**config.mk**
```make
export PLATFORM = sky130hd
export DESIGN_NAME = i2s_play_ctrl
export DESIGN_NICKNAME = d
export VERILOG_FILES = /design/src/rtl/i2s_play_ctrl_pkg.sv /design/src/rtl/i2s_play_ctrl_level.sv /design/src/rtl/i2s_play_ctrl.sv
export SDC_FILE = /design/constraint.sdc
export NUM_CORES = 1
export LEC_CHECK = 0
export BUFFER_PORTS_ARGS = -buffer_cell sky130_fd_sc_hd__buf_2
export CAP_MARGIN = 20
export CORE_MARGIN = 2
export CORE_UTILIZATION = 40
export CTS_CLUSTER_DIAMETER = 50
export DETAILED_ROUTE_END_ITERATION = 8
export PLACE_DENSITY_LB_ADDON = 0.12
export SLEW_MARGIN = 10
export SYNTH_ARGS = -nofsm -noshare
export SYNTH_HDL_FRONTEND = slang
export SYNTH_SLANG_ARGS = --single-unit
```
**constraint.sdc**
```tcl
create_clock -name clk -period 2.85 [get_ports clk]
set_clock_uncertainty 0.15 [all_clocks]
set_input_delay 0.57 -clock clk [delete_from_list [all_inputs] [get_ports clk]]
set_output_delay 0.57 -clock clk [all_outputs]
set_load 0.1 [all_outputs]
```
**src/rtl/i2s_play_ctrl_pkg.sv**
```systemverilog
// Shared state encoding for the I2S playback sequencer.
// Used by the FSM and by the top-level status LED decode.
package i2s_play_ctrl_pkg;

    localparam int STATE_W = 3;

    typedef enum logic [STATE_W-1:0] {
        ST_FAULT   = 3'd0,
        ST_RELOCK  = 3'd1,
        ST_PREFILL = 3'd2,
        ST_PLAY    = 3'd3
    } state_e;

endpackage

```
**src/rtl/i2s_play_ctrl_level.sv**
```systemverilog
// fifo_level_counter: up/down FIFO occupancy counter.
// Ports: clk, reset (async, active-high), i_clr (sync clear),
//        i_inc / i_dec (one-cycle strobes), o_level, o_full, o_empty.
module fifo_level_counter #(
    parameter int DEPTH   = 8,
    parameter int LEVEL_W = 4
) (
    input  logic               clk,
    input  logic               reset,
    input  logic               i_clr,
    input  logic               i_inc,
    input  logic               i_dec,
    output logic [LEVEL_W-1:0] o_level,
    output logic               o_full,
    output logic               o_empty
);

    logic [LEVEL_W-1:0] r_level;

    always_ff @(posedge clk or posedge reset) begin
        if (reset) begin
            r_level <= '0;
        end else if (i_clr) begin
            r_level <= '0;
        end else if (i_inc && !i_dec) begin
            r_level <= r_level + 1'b1;
        end else if (i_dec && !i_inc) begin
            r_level <= r_level - 1'b1;
        end
    end

    assign o_level = r_level;
    assign o_full  = (r_level == LEVEL_W'(DEPTH));
    assign o_empty = (r_level == '0);

endmodule

```
**src/rtl/i2s_play_ctrl.sv**
```systemverilog
// i2s_play_ctrl: playback sequencer between the S/PDIF decoder and the
// I2S transmitter, gating the 8-entry sample FIFO and tracking occupancy.
// Ports: clk, reset (async, active-high); in: spdif_write, spdif_fault,
//        next_sample; out: fifo_write, fifo_read (combinational),
//        fifo_flush, mute, level, state, underrun, overrun (registered).
module i2s_play_ctrl
    import i2s_play_ctrl_pkg::*;
#(
    parameter int DEPTH         = 8,
    parameter int LEVEL_W       = 4,
    parameter int START_LEVEL   = 4,
    parameter int RELOCK_WRITES = 16
) (
    input  logic               clk,
    input  logic               reset,
    input  logic               spdif_write,
    input  logic               spdif_fault,
    input  logic               next_sample,
    output logic               fifo_write,
    output logic               fifo_read,
    output logic               fifo_flush,
    output logic               mute,
    output logic [LEVEL_W-1:0] level,
    output logic [STATE_W-1:0] state,
    output logic               underrun,
    output logic               overrun
);

    localparam int CNT_W = $clog2(RELOCK_WRITES);
    localparam logic [CNT_W-1:0] RELOCK_LAST =
        CNT_W'(RELOCK_WRITES - 1);
    localparam logic [LEVEL_W:0] START_L =
        (LEVEL_W + 1)'(START_LEVEL);

    state_e             r_state;
    state_e             w_next;
    logic [CNT_W-1:0]   r_relock_cnt;
    logic               r_mute;
    logic               r_underrun;
    logic               r_overrun;

    logic [LEVEL_W-1:0] w_level;
    logic               w_full;
    logic               w_empty;
    logic               w_wr_req;
    logic               w_wr;
    logic               w_rd;
    logic               w_clr;
    logic               w_under;
    logic               w_drop;

    // Writes are only candidates once the decoder has relocked.
    assign w_wr_req = spdif_write &&
                      (r_state == ST_PREFILL || r_state == ST_PLAY);
    assign w_rd     = (r_state == ST_PLAY) && next_sample && !w_empty;
    // A read in the same cycle frees the slot the write needs.
    assign w_wr     = w_wr_req && (!w_full || w_rd);
    assign w_drop   = w_wr_req && !w_wr;
    assign w_under  = (r_state == ST_PLAY) && next_sample && w_empty;
    // Clear on the entry edge too, so level reads 0 with state FAULT.
    assign w_clr    = (r_state == ST_FAULT) || (w_next == ST_FAULT);

    always_comb begin
        w_next = r_state;
        if (spdif_fault) begin
            w_next = ST_FAULT;
        end else begin
            case (r_state)
                ST_FAULT: begin
                    w_next = ST_RELOCK;
                end
                ST_RELOCK: begin
                    if (spdif_write && r_relock_cnt == RELOCK_LAST) begin
                        w_next = ST_PREFILL;
                    end
                end
                ST_PREFILL: begin
                    if ({1'b0, w_level} >= START_L) begin
                        w_next = ST_PLAY;
                    end
                end
                ST_PLAY: begin
                    if (w_under) begin
                        w_next = ST_PREFILL;
                    end
                end
                default: begin
                    w_next = ST_FAULT;
                end
            endcase
        end
    end

    always_ff @(posedge clk or posedge reset) begin
        if (reset) begin
            r_state    <= ST_FAULT;
            r_mute     <= 1'b1;
            r_underrun <= 1'b0;
            r_overrun  <= 1'b0;
        end else begin
            r_state    <= w_next;
            r_mute     <= (w_next != ST_PLAY);
            r_underrun <= w_under;
            r_overrun  <= w_drop;
        end
    end

    always_ff @(posedge clk or posedge reset) begin
        if (reset) begin
            r_relock_cnt <= '0;
        end else if (r_state != ST_RELOCK) begin
            r_relock_cnt <= '0;
        end else if (spdif_write) begin
            r_relock_cnt <= r_relock_cnt + 1'b1;
        end
    end

    fifo_level_counter #(
        .DEPTH   (DEPTH),
        .LEVEL_W (LEVEL_W)
    ) u_level (
        .clk     (clk),
        .reset   (reset),
        .i_clr   (w_clr),
        .i_inc   (w_wr),
        .i_dec   (w_rd),
        .o_level (w_level),
        .o_full  (w_full),
        .o_empty (w_empty)
    );

    assign fifo_write = w_wr;
    assign fifo_read  = w_rd;
    assign fifo_flush = (r_state == ST_FAULT);
    assign mute       = r_mute;
    assign level      = w_level;
    assign state      = r_state;
    assign underrun   = r_underrun;
    assign overrun    = r_overrun;

endmodule
```
==> results.json <==
{
  "peakVddDrop_mv": 0.290,
  "grt_pass1_wl_um": 2460,
  "cts.path.max_buffers": 2,
  "dr.pass1.iters": 4,
  "crit_required_ps": 2130,
  "areaGrowthSynthToFinish_pct": 31.2,
  "wirelength_um": 1400,
  "finalWeightedCongestion": 0.734,
  "worstSetupStartpointType": "flip-flop",
  "start_util_pct": 42.5,
  "slew_headroom_pct": 65.0,
  "finalCoreUtilization_pct": 55.7,
  "critical_path.max_fanout": 7,
  "drv_cap": 0,
  "dieHeight_um": 46.8,
  "cts_tree": "done",
  "ys_types": 26,
  "place_ws_ps": 363,
  "grt_max_degree": 15,
  "dp_hpwl_um": 1080,
  "setup_ws_ps": 342,
  "synth_area_sq_um": 733,
  "setup_viol": 0,
  "final-max-slew-violation-count": 0,
  "drtAntennaViolNets": 0,
  "post-route-drc-count": 0,
  "hold_viol_final": 0,
  "io_buffers": 17,
  "grt_setup_unrepaired": "no",
  "r2r_slack_ps": 400,
  "grt_pass1_vias": 536,
  "clk_pin_slew_worst_paths_ps": 80,
  "cts_resized": 0,
  "grt_overflow": 0,
  "clk_latency_ps": 280,
  "regToRegStartpoint": "state[2]$_DFF_PP0_",
  "syn_inst": 78,
  "finalCritPeriodShare_pct": 88.0,
  "regArea_sq_um": 365,
  "numCtsBuffers": 3,
  "wl_per_cell_um": 11.4,
  "antenna_cells": 0,
  "cp-end-kind": "primary output",
  "multi_input_area_sq_um": 414,
  "criticalPathCategory": "reg2out",
  "status": "completed",
  "antenna_found_initial": 0,
  "fillers": 171,
  "cts-htree-levels": 1,
  "cts_setup_buffers": 0,
  "cts-root-buf": "clkbuf_4",
  "final.setup.tns_ps": 0,
  "synth_seq_area_share_pct": 48.0,
  "p_leak_uw": 0.000438,
  "ys_seq_elements": 14,
  "yosys_warnings": 0,
  "max_freq_mhz": 399,
  "coreArea_sq_mm": 0.00173,
  "drive_above_1_share_pct": 38.8,
  "cts_hold_buf": 0,
  "post-route-min-period_ps": 2510,
  "vias_per_cell": 4.80,
  "vias": 590,
  "syn_area_per_cell_sq_um": 9.40,
  "hold_path.class": "in2async",
  "worst_pin_slew_ps": 524,
  "rr_endpoint": "u_level.o_level[3]$_DFFE_PP0P_",
  "row_count": 15,
  "crit_arrival_ps": 1790,
  "first_iter_violations": 8,
  "grt_usage_pct": 16.3,
  "nets": 109,
  "reg2reg_depth": 10,
  "syn_nets": 88,
  "dieArea_sq_mm": 0.00219,
  "cts_sinks": 14,
  "power_density_mw_per_mm2": 400,
  "ios": 18,
  "chipWidth_um": 46.8
}
-- placed cells by master, fill, tap and decap left out, types with 2 or more instances in the layout --
cell,instances
a211o_1,2
a21oi_1,4
buf_2,17
clkbuf_4,3
dfrtp_1,6
dfrtp_2,5
dfrtp_4,2
ha_1,2
ha_4,2
inv_1,5
nand2_1,4
nand3_1,3
nor2_1,15
nor3_1,3
xor2_1,4
-- final cells by class --
cell class,instances,share of cell area [%]
clock buffer,4,3.77
inverter,6,2.34
multi-input combinational,56,43.0
sequential,14,38.0
tap,25,3.25
timing repair buffer,18,9.62
-- synthesized netlist by cell type --
master	instances	area [sq um]
nand3_1	4	20.0
nand4_1	1	6.26
and3_1	1	6.26
dfrtp_1	13	325
conb_1	1	3.75
a31o_1	1	8.76
a21oi_1	4	20.0
nor2_1	15	56.3
inv_1	6	22.5
nor2b_1	1	6.26
ha_1	4	50.1
dfstp_2	1	26.3
a211o_1	2	17.5
xor2_1	4	35.0
a211oi_1	1	7.51
o21ai_1	1	5.00
xnor2_1	1	8.76
mux2i_1	1	10.0
nand2b_1	1	6.26
fa_1	1	20.0
nor3_1	4	20.0
nand2_1	4	15.0
clkbuf_1	2	7.51
a31oi_1	2	12.5
or3b_1	1	8.76
nand3b_1	1	7.51
-- cell families after synthesis --
group | share of synthesized area (%)
flip-flops | 48.0
AO/OA/AOI/OAI | 9.73
buffers and inverters | 4.10
other | 0.511
XOR/XNOR | 5.97
multiplexers | 1.37
adder cells (fa/ha/maj) | 9.56
AND/OR/NAND/NOR | 20.8
-- critical path: stages, from the launching register on --
cell      delay (ps)
dfrtp_4          530
nor2b_4          140
nand3_2          130
nand2b_1         230
inv_1             70
buf_2            410
-- worst max-delay path by stage --
stage / start / endpoint / slack, ps / depth (start not counted)
global route: state[2]$_DFF_PP0_ / fifo_read / 220 / 5
global placement: spdif_write / u_level.o_level[3]$_DFFE_PP0P_ / 410 / 10
detailed placement: spdif_write / u_level.o_level[3]$_DFFE_PP0P_ / 360 / 10
finish: state[2]$_DFF_PP0_ / fifo_read / 340 / 5
CTS: state[2]$_DFF_PP0_ / fifo_read / 330 / 5
floorplan: state[1]$_DFF_PP0_ / u_level.o_level[3]$_DFFE_PP0P_ / -330 / 10
-- routing by layer --
metal | GRT usage, % | share of wire (%) | vias to the layer above | routed length (um)
met5 | 0 | 0 | - | 0
met4 | 5.00 | 0.71 | 0 | 10
li1 | - | - | 302 | -
met2 | 23.0 | 42 | 14 | 594
met3 | 5.77 | 4.6 | 2 | 64
met1 | 23.5 | 52 | 272 | 733
-- flip-flops by register name (all words and copies together) (netlist names) --
name	cells
overrun	1
underrun	1
u_level.o_level	4
mute	1
state	3
r_relock_cnt	4
-- through the flow --
stage	total power (uW)	instance area, sq um	hold WS (ps)	std cells
final	385	962	158	123
after global routing	401	962	218	123
after CTS	391	962	182	123
after detailed placement	245	926	381	119
after global placement	245	926	368	119
after floorplan	237	810	308	78
-- power breakdown --
group          internal, uW  switching [uW]
clock                  77.8            66.2
sequential              201            3.68
combinational          7.61            28.3
total                   286            98.3
(Power assumes the default switching activity.)
